$ cat src/rtl/riscv_branch_predictor_pkg.sv
// Shared constants and helpers for the RISC-V branch predictor: index mode selectors
// and the saturating 16-bit statistics increment.
package riscv_branch_predictor_pkg;

  localparam int unsigned BP_MODE_BIMODAL = 0;
  localparam int unsigned BP_MODE_GSHARE  = 1;

  localparam int unsigned STAT_W = 16;
  localparam logic [STAT_W-1:0] STAT_MAX = '1;

  // Saturating event counter step; holds once all ones is reached.
  function automatic logic [STAT_W-1:0] stat_bump(input logic [STAT_W-1:0] cnt,
                                                  input logic               en);
    return (en && (cnt != STAT_MAX)) ? cnt + STAT_W'(1) : cnt;
  endfunction

endpackage

$ cat src/rtl/riscv_branch_predictor_sat_counter.sv
// Per-entry saturating direction counter. Reset leaves it weakly not-taken;
// init (allocation) forces weakly taken and wins over inc/dec.
module bp_sat_counter #(
  parameter int unsigned CTR_W = 2
) (
  input  logic             clk,
  input  logic             rst_n,
  input  logic             inc,
  input  logic             dec,
  input  logic             init,
  output logic [CTR_W-1:0] value,
  output logic             msb
);

  localparam logic [CTR_W-1:0] CTR_MAX = '1;
  localparam logic [CTR_W-1:0] CTR_WNT = CTR_W'((1 << (CTR_W - 1)) - 1);
  localparam logic [CTR_W-1:0] CTR_WT  = CTR_W'(1 << (CTR_W - 1));

  logic [CTR_W-1:0] value_q;
  logic [CTR_W-1:0] value_d;

  always_comb begin
    value_d = value_q;
    if (init) begin
      value_d = CTR_WT;
    end else if (inc && !dec && (value_q != CTR_MAX)) begin
      value_d = value_q + CTR_W'(1);
    end else if (dec && !inc && (value_q != '0)) begin
      value_d = value_q - CTR_W'(1);
    end
  end

  always_ff @(posedge clk) begin
    if (!rst_n) begin
      value_q <= CTR_WNT;
    end else begin
      value_q <= value_d;
    end
  end

  assign value = value_q;
  assign msb   = value_q[CTR_W-1];

endmodule

$ cat src/rtl/riscv_branch_predictor.sv
// Tagged BTB plus saturating-counter direction predictor, bimodal or gshare indexed,
// with speculative global history, mispredict history repair and saturating stats.
module riscv_branch_predictor
  import riscv_branch_predictor_pkg::*;
#(
  parameter int unsigned ENTRIES = 16,
  parameter int unsigned CTR_W   = 2,
  parameter int unsigned TAG_W   = 8,
  parameter int unsigned GHR_W   = 4,
  parameter int unsigned MODE    = 0
) (
  input  logic              clk,
  input  logic              rst_n,
  input  logic [31:0]       lk_pc,
  input  logic              lk_valid,
  input  logic              lk_stall,
  output logic              pred_hit,
  output logic              pred_taken,
  output logic [31:0]       pred_target,
  output logic [GHR_W-1:0]  pred_ghr,
  input  logic              upd_valid,
  input  logic [31:0]       upd_pc,
  input  logic [GHR_W-1:0]  upd_ghr,
  input  logic              upd_taken,
  input  logic [31:0]       upd_target,
  input  logic              upd_mispredict,
  output logic [STAT_W-1:0] stat_lookups,
  output logic [STAT_W-1:0] stat_mispred
);

  localparam int unsigned IDX_W   = $clog2(ENTRIES);
  localparam int unsigned TAG_LO  = IDX_W + 1;
  localparam int unsigned TAG_HI  = IDX_W + TAG_W;
  localparam logic        GSHARE  = (MODE == BP_MODE_GSHARE);

  logic [ENTRIES-1:0]             valid_q;
  logic [TAG_W-1:0]               tag_q    [ENTRIES];
  logic [31:0]                    target_q [ENTRIES];
  logic [ENTRIES-1:0]             ctr_msb;
  logic [ENTRIES-1:0][CTR_W-1:0]  ctr_val;
  logic [GHR_W-1:0]               ghr_q;
  logic [GHR_W-1:0]               ghr_d;
  logic [STAT_W-1:0]              stat_lookups_q;
  logic [STAT_W-1:0]              stat_mispred_q;

  logic [IDX_W-1:0] lk_idx;
  logic [TAG_W-1:0] lk_tag;
  logic [IDX_W-1:0] upd_idx;
  logic [TAG_W-1:0] upd_tag;
  logic             upd_hit;
  logic             upd_alloc;
  logic             lk_adv;
  logic             repair;

  // gshare folds history into the low index bits; bimodal ignores it.
  assign lk_idx  = lk_pc[IDX_W:1]  ^ ({IDX_W{GSHARE}} & IDX_W'(ghr_q));
  assign upd_idx = upd_pc[IDX_W:1] ^ ({IDX_W{GSHARE}} & IDX_W'(upd_ghr));
  assign lk_tag  = lk_pc[TAG_HI:TAG_LO];
  assign upd_tag = upd_pc[TAG_HI:TAG_LO];

  assign pred_hit    = valid_q[lk_idx] && (tag_q[lk_idx] == lk_tag);
  assign pred_taken  = pred_hit && ctr_msb[lk_idx];
  assign pred_target = pred_hit ? target_q[lk_idx] : 32'h0;
  assign pred_ghr    = ghr_q;

  assign upd_hit   = valid_q[upd_idx] && (tag_q[upd_idx] == upd_tag);
  assign upd_alloc = upd_valid && !upd_hit && upd_taken;
  assign lk_adv    = lk_valid && !lk_stall;
  assign repair    = upd_valid && upd_mispredict;

  for (genvar g = 0; g < ENTRIES; g++) begin : g_ctr
    logic sel;
    assign sel = upd_valid && (upd_idx == IDX_W'(g));
    bp_sat_counter #(.CTR_W(CTR_W)) u_ctr (
      .clk   (clk),
      .rst_n (rst_n),
      .inc   (sel && upd_hit && upd_taken),
      .dec   (sel && upd_hit && !upd_taken),
      .init  (sel && !upd_hit && upd_taken),
      .value (ctr_val[g]),
      .msb   (ctr_msb[g])
    );
  end

  // Single write port: allocation writes tag/valid, any taken update rewrites target.
  always_ff @(posedge clk) begin
    if (!rst_n) begin
      valid_q <= '0;
      for (int i = 0; i < ENTRIES; i++) begin
        tag_q[i]    <= '0;
        target_q[i] <= '0;
      end
    end else begin
      if (upd_alloc) begin
        valid_q[upd_idx] <= 1'b1;
        tag_q[upd_idx]   <= upd_tag;
      end
      if (upd_valid && upd_taken) begin
        target_q[upd_idx] <= upd_target;
      end
    end
  end

  // Repair from the carried snapshot takes priority over the speculative shift.
  always_comb begin
    ghr_d = ghr_q;
    if (lk_adv && pred_hit) begin
      ghr_d = GHR_W'({ghr_q, pred_taken});
    end
    if (repair) begin
      ghr_d = GHR_W'({upd_ghr, upd_taken});
    end
  end

  always_ff @(posedge clk) begin
    if (!rst_n) begin
      ghr_q          <= '0;
      stat_lookups_q <= '0;
      stat_mispred_q <= '0;
    end else begin
      ghr_q          <= ghr_d;
      stat_lookups_q <= stat_bump(stat_lookups_q, lk_adv);
      stat_mispred_q <= stat_bump(stat_mispred_q, repair);
    end
  end

  assign stat_lookups = stat_lookups_q;
  assign stat_mispred = stat_mispred_q;

  logic unused_bits;
  assign unused_bits = ^{lk_pc, upd_pc, ctr_val};

endmodule

$ cat config.mk
export PLATFORM = sky130hd
export DESIGN_NAME = riscv_branch_predictor
export DESIGN_NICKNAME = d
export VERILOG_FILES = /design/src/rtl/riscv_branch_predictor_pkg.sv /design/src/rtl/riscv_branch_predictor_sat_counter.sv /design/src/rtl/riscv_branch_predictor.sv
export SDC_FILE = /design/constraint.sdc
export NUM_CORES = 1
export LEC_CHECK = 0
export BUFFER_PORTS_ARGS = -buffer_cell sky130_fd_sc_hd__buf_4
export CAP_MARGIN = 20
export CORE_AREA = 2 2 347 349
export CTS_BUF_LIST = sky130_fd_sc_hd__clkbuf_4 sky130_fd_sc_hd__clkbuf_8
export DETAILED_ROUTE_END_ITERATION = 10
export DIE_AREA = 0 0 349 351
export GPL_TIMING_DRIVEN = 0
export PLACE_DENSITY = 0.52
export SLEW_MARGIN = 40
export SYNTH_ARGS = -nofsm -noshare
export SYNTH_HDL_FRONTEND = slang
export SYNTH_SLANG_ARGS = --single-unit
$ cat constraint.sdc
create_clock -name clk -period 10.04 [get_ports clk]
set_input_delay 2.008 -clock clk [delete_from_list [all_inputs] [get_ports clk]]
set_output_delay 2.008 -clock clk [all_outputs]
set_load 0.02 [all_outputs]
; After elaboration in Yosys (flattened, before gate mapping)
; Memory sizes are Yosys's and may differ from the RTL's.
; Index checks and enable logic that the tools add are counted.
[totals]
reg_bits = 84
latchBits = 0
ramBits = 640
mem_bits_ro = 0
mem_count = 2
[classes]
add_sub_neg = 34
mul = 0
div = 0
magnitude_cmp = 3
eq_ne = 35
shift = 0
muxes = 72
bitwise_logic = 1
reduce_logical = 243
[mem_list]
columns = name, words, word_bits, rd, rd_clocked_by_memory_dff, write_ports, line
row1 = target_q, 16, 32, 1, 0, 16, riscv_branch_predictor.sv:38  ; logic [31:0] target_q [ENTRIES];
row2 = tag_q, 16, 8, 2, 0, 16, riscv_branch_predictor.sv:37  ; logic [TAG_W-1:0] tag_q [ENTRIES];
[op_table]
columns = operator, n
row1 = logical AND 1 bit, 172
row2 = two-way mux 2 bit, 48
row3 = two-way mux 32 bit, 2
row4 = nonzero test 3 bit, 16
row5 = zero test 1 bit, 35
row6 = nonzero test 2 bit, 17
row7 = "adder 16 x 1 -> 16 bit, second input constant", 2
row8 = "adder 2 x 1 -> 2 bit, second input constant", 16
row9 = "equality test 4 bit, second input constant", 8
row10 = "!= test 16 bit, second input constant", 2
row11 = "!= test 2 bit, second input constant", 16
row12 = OR reduction 32 bit, 1
row13 = "subtractor 2 x 1 -> 2 bit, second input constant", 16
row14 = "equality test 4 x 3 -> 1 bit, second input constant", 4
row15 = equality test 8 bit, 2
row16 = two-way mux 4 bit, 4
row17 = OR 16 bit, 1
row18 = two-way mux 1 bit, 13
row19 = binary-select mux 1 bit (select 4 bit), 3
row20 = "< comparator 4 x 5 -> 1 bit, second input constant", 2
row21 = "equality test 4 x 2 -> 1 bit, second input constant", 2
row22 = two-way mux 8 bit, 1
row23 = OR reduction 8 bit, 1
row24 = demux 1 bit (select 4 bit), 1
row25 = 3 further kinds, 3

; Depth between registers and ports, before layout
[depth]
ltp_word = 11
depth_mapped = 14

; Cells and area by module
; A second synthesis with hierarchy kept.
[hier_totals]
hier_cells = 2399
hier_area_um2 = 35186.2
[modules_own_cells]
columns = module, n_inst, cells_each, area_each_um2
row1 = riscv_branch_predictor, 1, 2175, 33224.4
row2 = bp_sat_counter, 16, 14, 122.6

; Worst setup path after synthesis
; No wires, ideal clock.
[synth_timing]
path_type = input-to-output
start = input port lk_pc[1]
end = output port pred_target[0]
arrival_time_ns = 4.696
required_time_ns = 8.032
slack_ns = 3.336
path_stages = 8
n_path_buf = 5
cell_sequence = buf_6 -> buf_2 -> buf_2 -> buf_2 -> buf_1 -> mux4_2 -> mux4_2 -> and3_1
[synth_via]
elab_chain_len = 4
[synth_rtl]
columns = element, line
row1 = "start, declared", riscv_branch_predictor.sv:14  ; input logic [31:0] lk_pc,
row2 = memory (16 x 8 bit) / binary-select mux 1 bit (select 4 bit) (equally long branches), -
row3 = equality test 8 bit / two-way mux 1 bit (equally long branches), riscv_branch_predictor.sv:61  ; assign pred_hit = valid_q[lk_idx] && (tag_q[lk_idx] == lk_tag);
row4 = logical AND 1 bit, riscv_branch_predictor.sv:61
row5 = two-way mux 32 bit (*), riscv_branch_predictor.sv:63  ; assign pred_target = pred_hit ? target_q[lk_idx] : 32'h0;
row6 = "end, declared", riscv_branch_predictor.sv:19  ; output logic [31:0] pred_target,
; Mark *: on every way between the ends. The rest lies on a longest branch, timed or not. The select of a mux whose other input is x is not followed.

; Worst setup path in the final report
[layout_timing]
start = input port lk_pc[2]
end = output port pred_target[1]
; The elaborated chain is that of the path after synthesis.

==> results.md <==
| Item | Value | Unit |
| --- | --- | --- |
| Outcome | finished clean | - |
| GRT Util Overall | 20.3 | % |
| Fraction of the yosys area taken by sequential cells | 59.2 | % |
| Clk pin slew, worst setup/hold paths | 0.07 | ns |
| Number of detailed-routing iterations run before antenna repair | 5 | - |
| Dominant cells by area after synthesis | sky130_fd_sc_hd__edfxtp_1 (54%), sky130_fd_sc_hd__mux4_2 (15%), sky130_fd_sc_hd__and3_1 (11%) | - |
| Commonest cells in the synthesized netlist | sky130_fd_sc_hd__edfxtp_1 (640), sky130_fd_sc_hd__and3_1 (624), sky130_fd_sc_hd__mux4_2 (228) | - |
| Clock tree from TritonCTS | yes | - |
| Synthesized netlist net count | 2665 | - |
| Detailed Route Iter0 Violations | 2641 | - |
| Worst Setup Slack post-DPL | 1.66 | ns |
| Worst Path Arrival | 6.26 | ns |
| Vias | 24800 | - |
| Hold Buf Count CTS | 0 | - |
| Die X | 349 | microns |
| Final number of max-transition violations | 0 | - |
| Buffers on Ports | 124 | - |
| Final worst setup slack | 1.78 | ns |
| Post-synthesis to final-layout area growth | 17.4 | % |
| Antenna-violating nets left | 0 | - |
| Share of the synthesized area in the top cell type | 54.4 | % |
| Y dimension of the die | 351 | microns |
| Detail Placement HPWL | 89400 | microns |
| Count leader, synth | sky130_fd_sc_hd__edfxtp_1 | - |
| Core ar. | 0.119 | sq mm |
| Synthesized area per cell | 13.8 | sq um |
| Transition at the pin with the smallest max-transition slack | 0.905 | ns |
| Critical path data required time | 8.03 | ns |
| CTS buffer count | 119 | - |
| Gr ovfl total | 0 | - |
| Largest area contributor in the synthesized netlist | sky130_fd_sc_hd__edfxtp_1 | - |
| Sort of element at the start of the critical path | primary input | - |
| Maximum number of buffers from clock root to sink | 3 | - |
| Pin count of the biggest net entering global routing | 22 | - |
| Routed WL per cell | 28.1 | microns |
| Number of antenna violations at the first check in global routing | 10 | - |
| Share of layout cells above drive strength 1 | 24.5 | % |
| Post-synth EDFFs | 640 | - |
| Compound-cell area share of the yosys netlist | 3.76 | % |
| Start point of the critical path | lk_pc[2] | - |
| Post-route DRC violation count | 0 | - |
| Synth Instances | 2556 | - |
| Flops & latches, synth | 724 | - |
| Multiplexer area fraction after synthesis | 16.2 | % |
| Peak clock frequency supported by timing | 121 | MHz |
| Rel. slew slack | 39.6 | % |
| Count of unique library cells instantiated by Yosys | 60 | - |
| Share of the synthesized netlist area taken by xor and xnor gates | 1.17 | % |
| IR Drop Worst-Case VDD | 0.100 | mV |
| Worst hold stages | 2 | - |
| Number of core rows | 127 | - |
| Final-layout setup total negative slack | 0 | ns |
| RSZ-0062 raised after global routing | false | - |
| Adder-cell share of the synthesized area | 0.0708 | % |
| I/O pin count | 177 | - |
| Overall routed net length | 126000 | microns |
| Number of clock sinks seen by CTS | 724 | - |
| Class of the most critical hold timing path | flop to flop | - |
| Crit path kind | primary input to output pin | - |
| Critical path endpoint category | output pin | - |
| Initial cell density of the core | 29.7 | % |
| Worst Clk Skew | 0.0976 | ns |
| Ratio of routed vias to standard cells | 5.52 | - |
| Clock Root Buffer | sky130_fd_sc_hd__clkbuf_8 | - |
| Synthesis Warnings | 0 | - |
| Nets | 2952 | - |
| Die area | 0.122 | sq mm |
| Clock latency reported for the late side of the worst-skew pair | 0.80 | ns |
| Final Hold Violating Endpoints | 0 | - |
| Portion of the clock cycle consumed by the worst path in the final layout | 82.3 | % |
| Post-synth design cell area | 0.0353 | sq mm |
| H-tree lvl count | 3 | - |
| Post-synthesis share of cell area spent on and, or, nand and nor gates | 16.4 | % |
| Worst reg2reg startpoint | tag_q[7][2] | - |
| Share of flip-flops with an asynchronous set or reset after synthesis | 0 | % |
| Routability congestion estimate from global placement | 0.872 | - |
| Source of the worst hold timing path | valid_q[7] | - |
| First-pass GRT wire length | 179000 | microns |
| Main synth FF type | sky130_fd_sc_hd__edfxtp_1 | - |
| Combinational family with the most area after synthesis | simple AND/OR/NAND/NOR gates | - |
| Worst Path Max Fanout | 10 | - |
| Worst r2r path cells | 11 | - |
| Final setup violation count | 0 | - |
| Tmin final | 8.26 | ns |
| Number of global-route vias before repair | 25000 | - |
| PostCTS Resize Cnt | 0 | - |
| Number of buffers inserted to repair setup after CTS | 0 | - |
| Leak Pwr | 16.3 | nW |
| MaxCap Viol Count | 0 | - |
| Areal power density over the cells | 166 | mW/mm^2 |
[metrics by stage]
stage                     instance area, sq um  hold slack, ns  power, mW  util, %  std cells
after CTS                                41500           0.484       6.89     34.8       4493
final                                    41500           0.486       6.87     34.8       4497
after global placement                   38200           0.460       4.20     32.1       4228
after detailed placement                 39000           0.467       4.23     32.8       4269
after global routing                     41500           0.504       7.07     34.8       4495
after floorplan                          35300           0.436       3.91        -       2556
[worst max-delay path: stages]
cell,delay (ns)
sky130_fd_sc_hd__buf_2,0.32
sky130_fd_sc_hd__buf_2,0.38
sky130_fd_sc_hd__buf_2,0.40
sky130_fd_sc_hd__buf_2,0.54
sky130_fd_sc_hd__clkbuf_1,0.54
sky130_fd_sc_hd__clkbuf_1,0.63
sky130_fd_sc_hd__mux4_2,0.46
sky130_fd_sc_hd__mux4_2,0.56
sky130_fd_sc_hd__and3_1,0.23
sky130_fd_sc_hd__buf_4,0.15
[area by class of cell]
type / count / area (sq um)
Fill cell: 11600 / 77500
Sequential cell: 724 / 20900
Buffer: 280 / 1160
Tap cell: 1548 / 1940
Timing Repair Buffer: 166 / 1510
Antenna cell: 3 / 7.51
Clock buffer: 177 / 2100
Inverter: 10 / 37.5
Multi-Input combinational cell: 1542 / 13500
Clock inverter: 47 / 314
[per-layer routing]
| metal | up-vias | global-route usage [%] | wire length (microns) |
|---|---|---|---|
| li1 | 10600 | - | - |
| met4 | 10 | 7.01 | 4050 |
| met5 | - | 0 | 59 |
| met3 | 241 | 4.72 | 10700 |
| met2 | 1128 | 33.3 | 60000 |
| met1 | 12900 | 26.3 | 51400 |
[cells in the final DEF, fill, tap and decap left out, types with 10 or more instances in the layout]
master                     Yosys  final
sky130_fd_sc_hd__dfxtp_1      84     84
sky130_fd_sc_hd__o31ai_1      11     11
sky130_fd_sc_hd__a41o_1       10     10
sky130_fd_sc_hd__nor2_2        0     11
sky130_fd_sc_hd__mux4_2      228    228
sky130_fd_sc_hd__clkbuf_4      0     53
sky130_fd_sc_hd__buf_2        27     37
sky130_fd_sc_hd__nand3_1      42     42
sky130_fd_sc_hd__buf_1        17     11
sky130_fd_sc_hd__buf_4         7    146
sky130_fd_sc_hd__o21ai_0      48     30
sky130_fd_sc_hd__a21oi_1      41     41
sky130_fd_sc_hd__xor2_1       28     28
sky130_fd_sc_hd__o21ai_2       0     16
sky130_fd_sc_hd__nand2b_1     28     28
sky130_fd_sc_hd__xnor2_1      19     19
sky130_fd_sc_hd__nand2_4       0     15
sky130_fd_sc_hd__and2_1       47     47
sky130_fd_sc_hd__nand2_1      94     79
sky130_fd_sc_hd__a41oi_1      13     13
sky130_fd_sc_hd__and3_1      624    624
sky130_fd_sc_hd__nor3_1       45     40
sky130_fd_sc_hd__o22ai_1      17     17
sky130_fd_sc_hd__clkbuf_2      0     18
sky130_fd_sc_hd__o211ai_1     17     17
sky130_fd_sc_hd__mux2i_1      35     35
sky130_fd_sc_hd__mux2_2       17     17
sky130_fd_sc_hd__clkbuf_8      0    124
sky130_fd_sc_hd__clkinv_1      1     30
sky130_fd_sc_hd__nor2_1       98     87
sky130_fd_sc_hd__clkbuf_1    227    209
sky130_fd_sc_hd__edfxtp_1    640    640
[registers in the layout, indices dropped and copies added (netlist names)]
register / cells
target_q: 512
tag_q: 128
g_ctr.u_ctr.value: 32
stat_lookups: 16
stat_mispred: 16
valid_q: 16
pred_ghr: 4
[cells by family after synthesis]
kind of cell,count (synthesis)
compound gates,199
simple gates,1012
flops,724
fa+ha+maj,2
mux,282
buf+inv,290
xor+xnor,47
[where the power goes]
| group | leakage, nW | switching (mW) | total (mW) | internal [mW] |
|---|---|---|---|---|
| sequential | 6.77 | 0.0503 | 3.47 | 3.42 |
| combinational | 8.21 | 0.440 | 0.707 | 0.267 |
| clock | 1.28 | 1.29 | 2.69 | 1.40 |
| total | 16.3 | 1.78 | 6.87 | 5.09 |
[final timing paths]
path	slack [ns]	to
hold / removal	0.49	valid_q[7]
setup reg to reg	6.11	tag_q[13][1]
hold reg to reg	0.49	valid_q[7]
setup / recovery	1.78	pred_target[1]
No activity file was read; power rests on OpenSTA's default activity.
